`src/rtl/lia_pkg.sv`:
```
// Shared constants and helpers for the lock-in demodulator.
package lia_pkg;

    localparam int unsigned DEF_DATA_W   = 16;
    localparam int unsigned DEF_ACC_LOG2 = 10;
    localparam int unsigned DEF_OUT_W    = 32;

    localparam logic [DEF_DATA_W-1:0] REF_ZERO = 16'h8000;

    // Offset binary to two's complement: flipping the MSB recentres 0x8000 onto zero.
    function automatic logic signed [DEF_DATA_W-1:0] ob_to_signed(
        input logic [DEF_DATA_W-1:0] v
    );
        return $signed(v ^ REF_ZERO);
    endfunction

endpackage

```
`src/rtl/lia_demod_if.sv`:
```
// Sample input and result handshake bundle for lia_demod.
interface lia_demod_if #(
    parameter int unsigned DATA_W = lia_pkg::DEF_DATA_W,
    parameter int unsigned OUT_W  = lia_pkg::DEF_OUT_W
) ();

    logic              en;
    logic              sig_valid;
    logic [DATA_W-1:0] sig_in;
    logic [DATA_W-1:0] ref_in;
    logic              x_valid;
    logic              x_ready;
    logic [OUT_W-1:0]  x_out;
    logic              overrun;
    logic              busy;

    modport master (
        output en, sig_valid, sig_in, ref_in, x_ready,
        input  x_valid, x_out, overrun, busy
    );

    modport slave (
        input  en, sig_valid, sig_in, ref_in, x_ready,
        output x_valid, x_out, overrun, busy
    );

endinterface

```
`src/rtl/lia_mac.sv`:
```
// Capture, multiply and block-average datapath; strobes one result per 2^ACC_LOG2 samples.
module lia_mac
    import lia_pkg::*;
#(
    parameter int unsigned DATA_W   = DEF_DATA_W,
    parameter int unsigned ACC_LOG2 = DEF_ACC_LOG2,
    parameter int unsigned OUT_W    = DEF_OUT_W
) (
    input  logic                     clk,
    input  logic                     rst,
    input  logic                     i_en,
    input  logic                     i_sig_valid,
    input  logic signed [DATA_W-1:0] i_sig,
    input  logic        [DATA_W-1:0] i_ref,
    output logic                     o_res_valid,
    output logic signed [OUT_W-1:0]  o_res,
    output logic                     o_busy
);

    localparam int unsigned PROD_W = 2 * DATA_W;
    localparam int unsigned ACC_W  = PROD_W + ACC_LOG2;

    logic                       r_v1;
    logic signed [DATA_W-1:0]   r_sig;
    logic signed [DATA_W-1:0]   r_ref;
    logic                       r_v2;
    logic signed [PROD_W-1:0]   r_prod;
    logic signed [ACC_W-1:0]    r_acc;
    logic        [ACC_LOG2-1:0] r_cnt;
    logic                       r_res_valid;
    logic signed [OUT_W-1:0]    r_res;

    logic signed [ACC_W-1:0]    w_sum;
    logic signed [ACC_W-1:0]    w_avg;
    logic                       w_last;

    assign w_sum  = r_acc + ACC_W'(r_prod);
    assign w_avg  = w_sum >>> ACC_LOG2;
    assign w_last = &r_cnt;

    // Dropping en flushes the pipeline so a partial block can never leak into a result.
    always_ff @(posedge clk) begin
        if (rst || !i_en) begin
            r_v1        <= 1'b0;
            r_v2        <= 1'b0;
            r_acc       <= '0;
            r_cnt       <= '0;
            r_res_valid <= 1'b0;
        end else begin
            r_v1 <= i_sig_valid;
            if (i_sig_valid) begin
                r_sig <= i_sig;
                r_ref <= ob_to_signed(i_ref);
            end
            r_v2 <= r_v1;
            if (r_v1) begin
                r_prod <= PROD_W'(r_sig) * PROD_W'(r_ref);
            end
            r_res_valid <= r_v2 && w_last;
            if (r_v2) begin
                if (w_last) begin
                    r_acc <= '0;
                    r_res <= OUT_W'(w_avg);
                end else begin
                    r_acc <= w_sum;
                end
                r_cnt <= r_cnt + 1'b1;
            end
        end
    end

    assign o_res_valid = r_res_valid;
    assign o_res       = r_res;
    assign o_busy      = (r_cnt != '0) || r_v1 || r_v2 || r_res_valid;

endmodule

```
`src/rtl/lia_demod.sv`:
```
// Lock-in demodulator top: block-averaged sig*ref behind a registered valid/ready output.
module lia_demod
    import lia_pkg::*;
#(
    parameter int unsigned DATA_W   = DEF_DATA_W,
    parameter int unsigned ACC_LOG2 = DEF_ACC_LOG2,
    parameter int unsigned OUT_W    = DEF_OUT_W
) (
    input logic        clk,
    input logic        rst,
    lia_demod_if.slave bus
);

    logic                    w_res_valid;
    logic signed [OUT_W-1:0] w_res;
    logic                    w_busy;

    logic                    r_x_valid;
    logic        [OUT_W-1:0] r_x_out;
    logic                    r_overrun;

    lia_mac #(
        .DATA_W   (DATA_W),
        .ACC_LOG2 (ACC_LOG2),
        .OUT_W    (OUT_W)
    ) u_mac (
        .clk         (clk),
        .rst         (rst),
        .i_en        (bus.en),
        .i_sig_valid (bus.sig_valid),
        .i_sig       ($signed(bus.sig_in)),
        .i_ref       (bus.ref_in),
        .o_res_valid (w_res_valid),
        .o_res       (w_res),
        .o_busy      (w_busy)
    );

    // A held result is never overwritten; a colliding new one is dropped and flagged.
    always_ff @(posedge clk) begin
        if (rst) begin
            r_x_valid <= 1'b0;
            r_x_out   <= '0;
            r_overrun <= 1'b0;
        end else if (w_res_valid) begin
            if (!r_x_valid || bus.x_ready) begin
                r_x_out   <= w_res;
                r_x_valid <= 1'b1;
            end else begin
                r_overrun <= 1'b1;
            end
        end else if (r_x_valid && bus.x_ready) begin
            r_x_valid <= 1'b0;
        end
    end

    assign bus.x_valid = r_x_valid;
    assign bus.x_out   = r_x_out;
    assign bus.overrun = r_overrun;
    assign bus.busy    = w_busy;

endmodule

```
`src/flat_wrapper.sv`:
```
// flat-port wrapper written by rule: the top's interface ports become plain ports
module lia_demod_flat import lia_pkg::*;
#(
    parameter int unsigned DATA_W   = DEF_DATA_W,
    parameter int unsigned ACC_LOG2 = DEF_ACC_LOG2,
    parameter int unsigned OUT_W    = DEF_OUT_W
)
  (clk, rst, bus_en, bus_sig_valid, bus_sig_in, bus_ref_in, bus_x_ready, bus_x_valid, bus_x_out, bus_overrun, bus_busy);
  lia_demod_if #(.DATA_W(DATA_W), .OUT_W(OUT_W)) bus_i ();
  input logic clk;
  input logic rst;
  input wire logic [$bits(bus_i.en)-1:0] bus_en;
  input wire logic [$bits(bus_i.sig_valid)-1:0] bus_sig_valid;
  input wire logic [$bits(bus_i.sig_in)-1:0] bus_sig_in;
  input wire logic [$bits(bus_i.ref_in)-1:0] bus_ref_in;
  input wire logic [$bits(bus_i.x_ready)-1:0] bus_x_ready;
  output wire logic [$bits(bus_i.x_valid)-1:0] bus_x_valid;
  output wire logic [$bits(bus_i.x_out)-1:0] bus_x_out;
  output wire logic [$bits(bus_i.overrun)-1:0] bus_overrun;
  output wire logic [$bits(bus_i.busy)-1:0] bus_busy;
  assign bus_i.en = bus_en;
  assign bus_i.sig_valid = bus_sig_valid;
  assign bus_i.sig_in = bus_sig_in;
  assign bus_i.ref_in = bus_ref_in;
  assign bus_i.x_ready = bus_x_ready;
  assign bus_x_valid = bus_i.x_valid;
  assign bus_x_out = bus_i.x_out;
  assign bus_overrun = bus_i.overrun;
  assign bus_busy = bus_i.busy;
  lia_demod #(.DATA_W(DATA_W), .ACC_LOG2(ACC_LOG2), .OUT_W(OUT_W)) u_core (.clk(clk), .rst(rst), .bus(bus_i));
endmodule
```
`config.mk`:
```
export PLATFORM = sky130hd
export DESIGN_NAME = lia_demod_flat
export DESIGN_NICKNAME = d
export VERILOG_FILES = /design/src/rtl/lia_pkg.sv /design/src/rtl/lia_demod_if.sv /design/src/rtl/lia_mac.sv /design/src/rtl/lia_demod.sv /design/src/flat_wrapper.sv
export SDC_FILE = /design/constraint.sdc
export NUM_CORES = 1
export LEC_CHECK = 0
export ABC_CLOCK_PERIOD_IN_PS = 12400
export CORE_MARGIN = 2
export CORE_UTILIZATION = 25
export DETAILED_ROUTE_END_ITERATION = 6
export GPL_ROUTABILITY_DRIVEN = 0
export GPL_TIMING_DRIVEN = 0
export PLACE_DENSITY = 0.47
export SLEW_MARGIN = 20
export SYNTH_ARGS = -nofsm -noshare
export SYNTH_HDL_FRONTEND = slang
export SYNTH_SLANG_ARGS = --single-unit
```
`constraint.sdc`:
```
create_clock -name clk -period 12.4 [get_ports clk]
set_clock_uncertainty 0.2 [all_clocks]
set_input_delay 3.1 -clock clk [delete_from_list [all_inputs] [get_ports clk]]
set_output_delay 3.1 -clock clk [all_outputs]
set_load 0.005 [all_outputs]
```
==> flow_summary.yaml <==
outcome:
  outcome: "finished clean"
timing:
  fin_setup_tns_ps: 0
  fin_crit_ps: 7500
  timing.final.ws_setup_ps: 4900
  slew_violations: 0
  worst_slew_pin_slew_ps: 971
  period_share_pct: 60.5
  relSlewSlack_pct: 35.0
  setup_violations: 0
  rsz0062_at_grt: "no"
  finalHoldViolations: 0
  fmax_mhz: 133
setup_path:
  cp_max_fo: 10
  crit_path_end_kind: "register"
  worstSetupStartpointType: "register"
  cp.required_ps: 12410
  cp.arrival_ps: 7520
  slowest_stage: "clkbuf_1"
  cpMostUsedCell: "fa_1"
  slowest_delay_ps: 600
  crit_chain: "clkbuf_1 > nand2_1 > inv_1 > fa_1 > fa_1 > fa_1 > fa_1 > fa_1 > inv_1 > fa_1 > inv_1 > ha_1 > a211oi_1 > and3_1 > o21ai_0 > a21oi_1 > o31a_1 > o211ai_1 > a31o_2 > a21o_1 > a21oi_1 > xnor2_1"
  crit_type: "register to register"
layout:
  synthToLayoutAreaGrowth_pct: 14.7
  layout-drive-gt1-share_pct: 2.69
  final_area_mm2: 0.0205
  fin_nets: 2346
  fin_util_pct: 28.8
  diodes: 0
route:
  first_pass_iters: 5
  drt_wl_total_um: 43800
  first_iter_violations: 688
  via_per_inst: 4.30
  wire_per_inst_um: 15.2
  vias: 12400
  ant_nets: 0
  drc: 0
grt:
  grt-ovfl-total: 0
  grt_pass1_vias: 13500
  grtUsageTotal_pct: 12.5
  grt_max_degree: 29
  grt_pass1_wl_um: 71900
  grt_antenna_before_repair: 0
logic_synthesis:
  yosysSeqAreaShare_pct: 26.1
  yosysMostFrequentCell: "inv_1"
  synth_cell_types: 62
  synth_cells: 1827
  ys_warn_count: 0
  post-synth-top-area-cell: "fa_1"
  synthArstFlopShare_pct: 0
  syn-num-nets: 2252
  synthTopCellsByArea: "fa_1, edfxtp_1, dfxtp_1, ha_1, inv_1"
  synthFlopType: "edfxtp_1"
  syn_area_mm2: 0.0179
  synth_common_cells: "inv_1, fa_1, nand2_1"
  synth_area_per_cell_um2: 9.79
  synth_top_area_share_pct: 29.4
  ys_ff_latch: 185
  synth_edf_count: 96
placement:
  post_dp_cell_area_mm2: 0.0199
  port_buffers: 70
  dp_slack_ps: 4870
  dp_hpwl_um: 36700
cts:
  cts_root_buffer: "clkbuf_16"
  htreeDepth: 4
  clk-insertion-delay-late_ps: 490
  cts_buffers: 17
  cts-resized-gates: 0
  ctsLongestPathBuffers: 2
  cts_hold_buf: 0
  clkSinkCount: 185
  cts_setup_buffers: 0
  tritoncts: "done"
  clk_pin_slew_worst_paths_ps: 90
pwr:
  combPwrFrac_pct: 73.5
  p_int_mw: 2.99
  p_total_mw: 5.81
  swShare_pct: 48.5
  power.switching_mw: 2.81
  p_clk_share_pct: 10.2
  seqPwrFrac_pct: 16.3
  vdd_drop_max_v: 0.000402
  power_density_mw_per_mm2: 283
  power_leakage_nw: 8.96
floorplan:
  ioPinCount: 72
  fp-row-count: 98
  coreArea_mm2: 0.0711
  die_area_mm2: 0.0737
  start_util_pct: 25.1
  die_w_um: 271
  chipHeight_um: 271
run:
  drv_cap: 0
hold_path:
  hold_class: "register to register"
-- final timing paths --
| path | endpoint | start | cells past startpoint | slack (ps) |
|---|---|---|---|---|
| worst max register to register | u_core.u_mac.r_prod[29] | u_core.u_mac.r_ref[2] | 22 | 4900 |
| worst max-delay path | u_core.u_mac.r_prod[29] | u_core.u_mac.r_ref[2] | 22 | 4900 |
| worst min register to register | u_core.bus.x_out[30] | u_core.bus.x_out[30] | 2 | 260 |
| worst min-delay path | u_core.bus.x_out[30] | u_core.bus.x_out[30] | 2 | 260 |
-- final cells by class --
cell class,instances,area [um^2]
tap,950,1190
inverter,336,1260
sequential,185,4660
clock inverter,15,228
clock buffer,17,425
multi-input combinational,1242,11700
timing repair buffer,75,763
buffer,64,241
fill,7492,50600
-- power by group through the flow --
stage | sequential [mW] | clock (mW) | combinational (mW)
after floorplan | 0.942 | 0 | 3.22
after global placement | 0.962 | 0 | 4.23
after detailed placement | 0.961 | 0 | 4.29
after CTS | 0.947 | 0.618 | 4.32
after global routing | 0.951 | 0.640 | 4.91
final | 0.947 | 0.593 | 4.27
-- stage by stage --
stage               cells  hold WS, ps
floorplan            1827          230
global placement     2847          249
detailed placement   2852          251
CTS                  2884          263
global route         2884          280
finish               2884          257
-- worst max-delay path, delay by kind of cell (launching register included) --
family / cells / cell delay, ps
buffers and inverters: 4 / 830
AO/OA/AOI/OAI: 8 / 1710
XOR/XNOR: 1 / 140
AND/OR/NAND/NOR: 2 / 380
adder cells (fa/ha/maj): 7 / 3420
flip-flops: 1 / 570
-- registers in the layout, indices dropped and copies added, names as in the netlist, 10 cells and up --
register,cells
u_core.u_mac.r_sig,16
u_core.u_mac.r_cnt,10
u_core.u_mac.r_ref,16
u_core.u_mac.o_res,32
u_core.u_mac.r_acc,42
u_core.bus.x_out,32
u_core.u_mac.r_prod,32
-- cell families (layout without fill, tap and decap cells) --
family | count (synthesis) | count (layout) | synth area share (%)
XOR/XNOR | 80 | 80 | 3.92
AO/OA/AOI/OAI | 260 | 260 | 9.67
multiplexers | 2 | 2 | 0.112
AND/OR/NAND/NOR | 512 | 512 | 13.6
buffers and inverters | 400 | 507 | 8.40
adder cells (fa/ha/maj) | 388 | 388 | 38.2
flip-flops | 185 | 185 | 26.1
-- layout by cell type, fill, tap and decap left out, types with 21 or more instances in the layout --
| cell | instances |
|---|---|
| nor2_1 | 79 |
| o21ai_0 | 27 |
| ha_1 | 125 |
| clkdlybuf4s50_1 | 70 |
| a21o_1 | 31 |
| dfxtp_1 | 89 |
| xor2_1 | 28 |
| fa_1 | 263 |
| a22oi_1 | 21 |
| nand2_1 | 225 |
| edfxtp_1 | 96 |
| xnor2_1 | 52 |
| and2_1 | 121 |
| clkbuf_1 | 60 |
| a21oi_1 | 98 |
| inv_1 | 335 |
-- layer usage --
layer / share of wire, % / track usage, % / wire length (um)
met2: 46 / 20.6 / 20200
met3: 4.2 / 2.37 / 1850
met1: 48 / 16.6 / 21000
met5: 0 / 0 / 0
met4: 1.8 / 3.72 / 792
Note: power is estimated with default switching activity, not from simulation.
==> edit 1, RTL diff (same settings) <==
Change the package constant `DEF_ACC_LOG2` from 10 to 11.
--- a/src/rtl/lia_pkg.sv
+++ b/src/rtl/lia_pkg.sv
@@ -4,3 +4,3 @@
     localparam int unsigned DEF_DATA_W   = 16;
-    localparam int unsigned DEF_ACC_LOG2 = 10;
+    localparam int unsigned DEF_ACC_LOG2 = 11;
     localparam int unsigned DEF_OUT_W    = 32;
Formal check against the unedited RTL: same outputs for any inputs over 10 cycles, from zero or initial values and one cycle with rst high; that may be too few to reach the edited logic, so the function may still have changed.
==> edit 1 against the original RTL <==
Combinational power increased by 1%; setup slack got worse by 180 ps; maximum frequency down 2.4%; die area up 0.74%; wire length up 1.5%; worst hold slack worse by 3.3 ps; final area rose by 0.46%; area after synthesis is 0.75% higher; critical endpoint is now u_core.u_mac.r_prod[31]; sequential cell count is 2 higher; power up 0.94%.
==> edit 1: results (changes against the original RTL) <==
metric	value	unit	change
grt_first_pass_wirelength	73.3	mm	+1.9%
crit_end	u_core.u_mac.r_prod[31]		
hold_path_end	u_core.bus.x_out[5]		
largest_reg_flops	43		+2.4%
avgViaCountPerCell	4.30		+0.17%
dp.cells	2839		-0.46%
critPathSlowestCell	edfxtp_1		
grt_usage	12.7	%	+0.22 points
via_count	12400		-0.25%
antenna_found_initial	1		+1
gr-usage-met3	2.41	%	+0.036 points
final_nets	2334		-0.51%
synth_common_cells	305 x inv_1, 263 x fa_1, 219 x nand2_1, 131 x and2_1, 126 x ha_1		
drt_iter0_drc	514		-25%
ys_top_cells_by_area	fa_1 29%, edfxtp_1 16%, dfxtp_1 10%, ha_1 8.8%, inv_1 6.4%		
antenna_cells	1		+1
dr_wl_met2	20.2	mm	about the same
grt_pass1_vias	13600		+0.99%
power.leakage	0.00900	uW	+0.46%
globalRouteMet2Util	20.6	%	about the same
fill_cells	7483		-0.12%
avgRoutedWirePerCell	15.5	um	+2.0%
placed_area	20000	um^2	+0.52%
synth.distinct_cells	71		+15%
buffer_area_share	4.88	%	-0.023 points
status	completed		
hold_slack	254	ps	-3.35 ps
critPathMaxStageDelay	660	ps	+60 ps
seq_area_share	22.8	%	+0.089 points
==> edit 1: cell types whose count changed after synthesis, sizes merged, moves of 4 or more <==
cell and delta:
nor2 +4, nand2 -7, xnor2 +6, and2 +10, o21bai +5, nand4 -5
a21o +6, or2 +4, inv -30
==> edit 1: kinds of logic (layout without fill, tap and decap cells) <==
logic type / count (synthesis) / after routing / share of synthesized area, %
AOI/OAI and AO/OA: 276 / 276 / 10.5
xor gates and xnor gates: 83 / 83 / 4.04
adders and majority gates: 389 / 389 / 38.0
buffers and inverters: 373 / 477 / 7.80
DFF: 187 / 187 / 26.1
muxes: 1 / 1 / 0.0556
other: 0 / 1 / 0
and+or+nand+nor: 508 / 508 / 13.5
==> edit 1: worst min-delay path: stages (launching register included) <==
cell and delay (ps):
dfxtp_1 310, nand2_1 50, a21oi_1 50
==> edit 1: report_power, final <==
group / switching (uW) / internal, uW
combinational: 2490 / 1840
sequential: 27.1 / 917
clock: 311 / 286
==> edit 2, RTL diff (same settings) <==
Made on the original files. Reset style: asynchronous (`rst`), changed in one clocked block.
--- a/src/rtl/lia_demod.sv
+++ b/src/rtl/lia_demod.sv
@@ -38,3 +38,3 @@
     // A held result is never overwritten; a colliding new one is dropped and flagged.
-    always_ff @(posedge clk) begin
+    always_ff @(posedge clk or posedge rst) begin
         if (rst) begin
Function: same outputs for any inputs over 10 cycles, from zero or initial values and one cycle with rst high; that may be too few to reach the edited logic, so the function may still have changed.
==> edit 2 against the original RTL <==
Area after synthesis is 1.7% higher; worst hold slack better by 8.5 ps; sequential cell count stayed put; wire length is 2.0% higher; final area is 0.88% higher; setup slack better by 58 ps; sequential power hardly changed; maximum frequency is 0.78% higher; power is 2.3% lower; largest cell class unchanged.
==> edit 2: results (changes against the original RTL) <==
metric	value	unit	change
status	completed		
peakVddDrop	0.305	mV	-24%
portBuffers	71		+1.4%
clk_pin_slew_worst_paths	70	ps	-20 ps
grt_usage	12.6	%	+0.18 points
post-route-period-util	60.0	%	-0.47 points
arrival	7440	ps	-80 ps
intPower	2960	uW	-1.1%
synth-seq-area-share	26.6	%	+0.50 points
globalRouteMet2Util	20.6	%	+0.051 points
largest_reg_flops	42		unchanged
pg_comb	4190	uW	-2%
synth-adder-area-share	37.6	%	-0.64 points
synth-xor-area-share	3.90	%	-0.017 points
avgViaCountPerCell	4.32		+0.56%
synth_flop_cell	edfxtp_1		
final_nets	2299		-2.0%
drt_iter0_drc	624		-9.3%
syn_nets	2205		-2.1%
muxShareOfSynthArea	2.31	%	+2.2 points
synth_common_cells	329 x inv_1, 263 x fa_1, 163 x nand2_1, 125 x ha_1, 124 x and2_1		
antenna_found_initial	2		+2
synth.distinct_cells	70		+13%
hold_depth	2		unchanged
power.leakage	0.00916	uW	+2.3%
met1_usage	17.0	%	+0.42 points
critPathMaxStageDelay	640	ps	+40 ps
dp_hpwl	37.3	mm	+1.5%
wl_met3	2.01	mm	+8.5%
grt_max_degree	36		+24%
ys_async_sr_fraction	18.4	%	+18 points
final_layout_size_suffix_gt1_share	5.72	%	+3.0 points
dr_wl_met2	20.4	mm	+0.91%
preCtsSetupSlack	4880	ps	+9.69 ps
hold_path_end	u_core.u_mac.r_acc[6]		
gr-usage-met3	2.58	%	+0.21 points
seq_power_share	16.7	%	+0.4 points
m1WireLength	21.6	mm	+2.9%
synth_compound_area_share	8.75	%	-0.92 points
r2r_cells	23		+4.5%
fill_cells	7531		+0.52%
edit 2: metrics by stage:
stage	area, um^2	util (%)	power [uW]	hold WS [ps]	std cells
after floorplan	18200	-	4140	241	1780
after global placement	20100	28.0	5110	254	2801
after detailed placement	20100	28.1	5180	261	2805
after CTS	20700	28.8	5760	271	2837
after global routing	20700	28.8	6380	300	2837
final	20700	28.8	5680	266	2837
edit 2: cell type report:
type / instances / area (um^2) / area share (%)
Timing Repair Buffer: 75 / 753 / 3.64
Clock inverter: 12 / 116 / 0.563
Inverter: 330 / 1240 / 5.99
Sequential cell: 185 / 4830 / 23.4
Buffer: 60 / 274 / 1.32
Clock buffer: 20 / 437 / 2.11
Tap cell: 950 / 1190 / 5.75
Multi-Input combinational cell: 1205 / 11800 / 57.3
edit 2: cells by family after synthesis:
kind of cell,count (synthesis)
AO/OA/AOI/OAI,234
XOR/XNOR,81
adder cells (fa/ha/maj),388
buffers and inverters,390
flip-flops,185
multiplexers,38
AND/OR/NAND/NOR,464
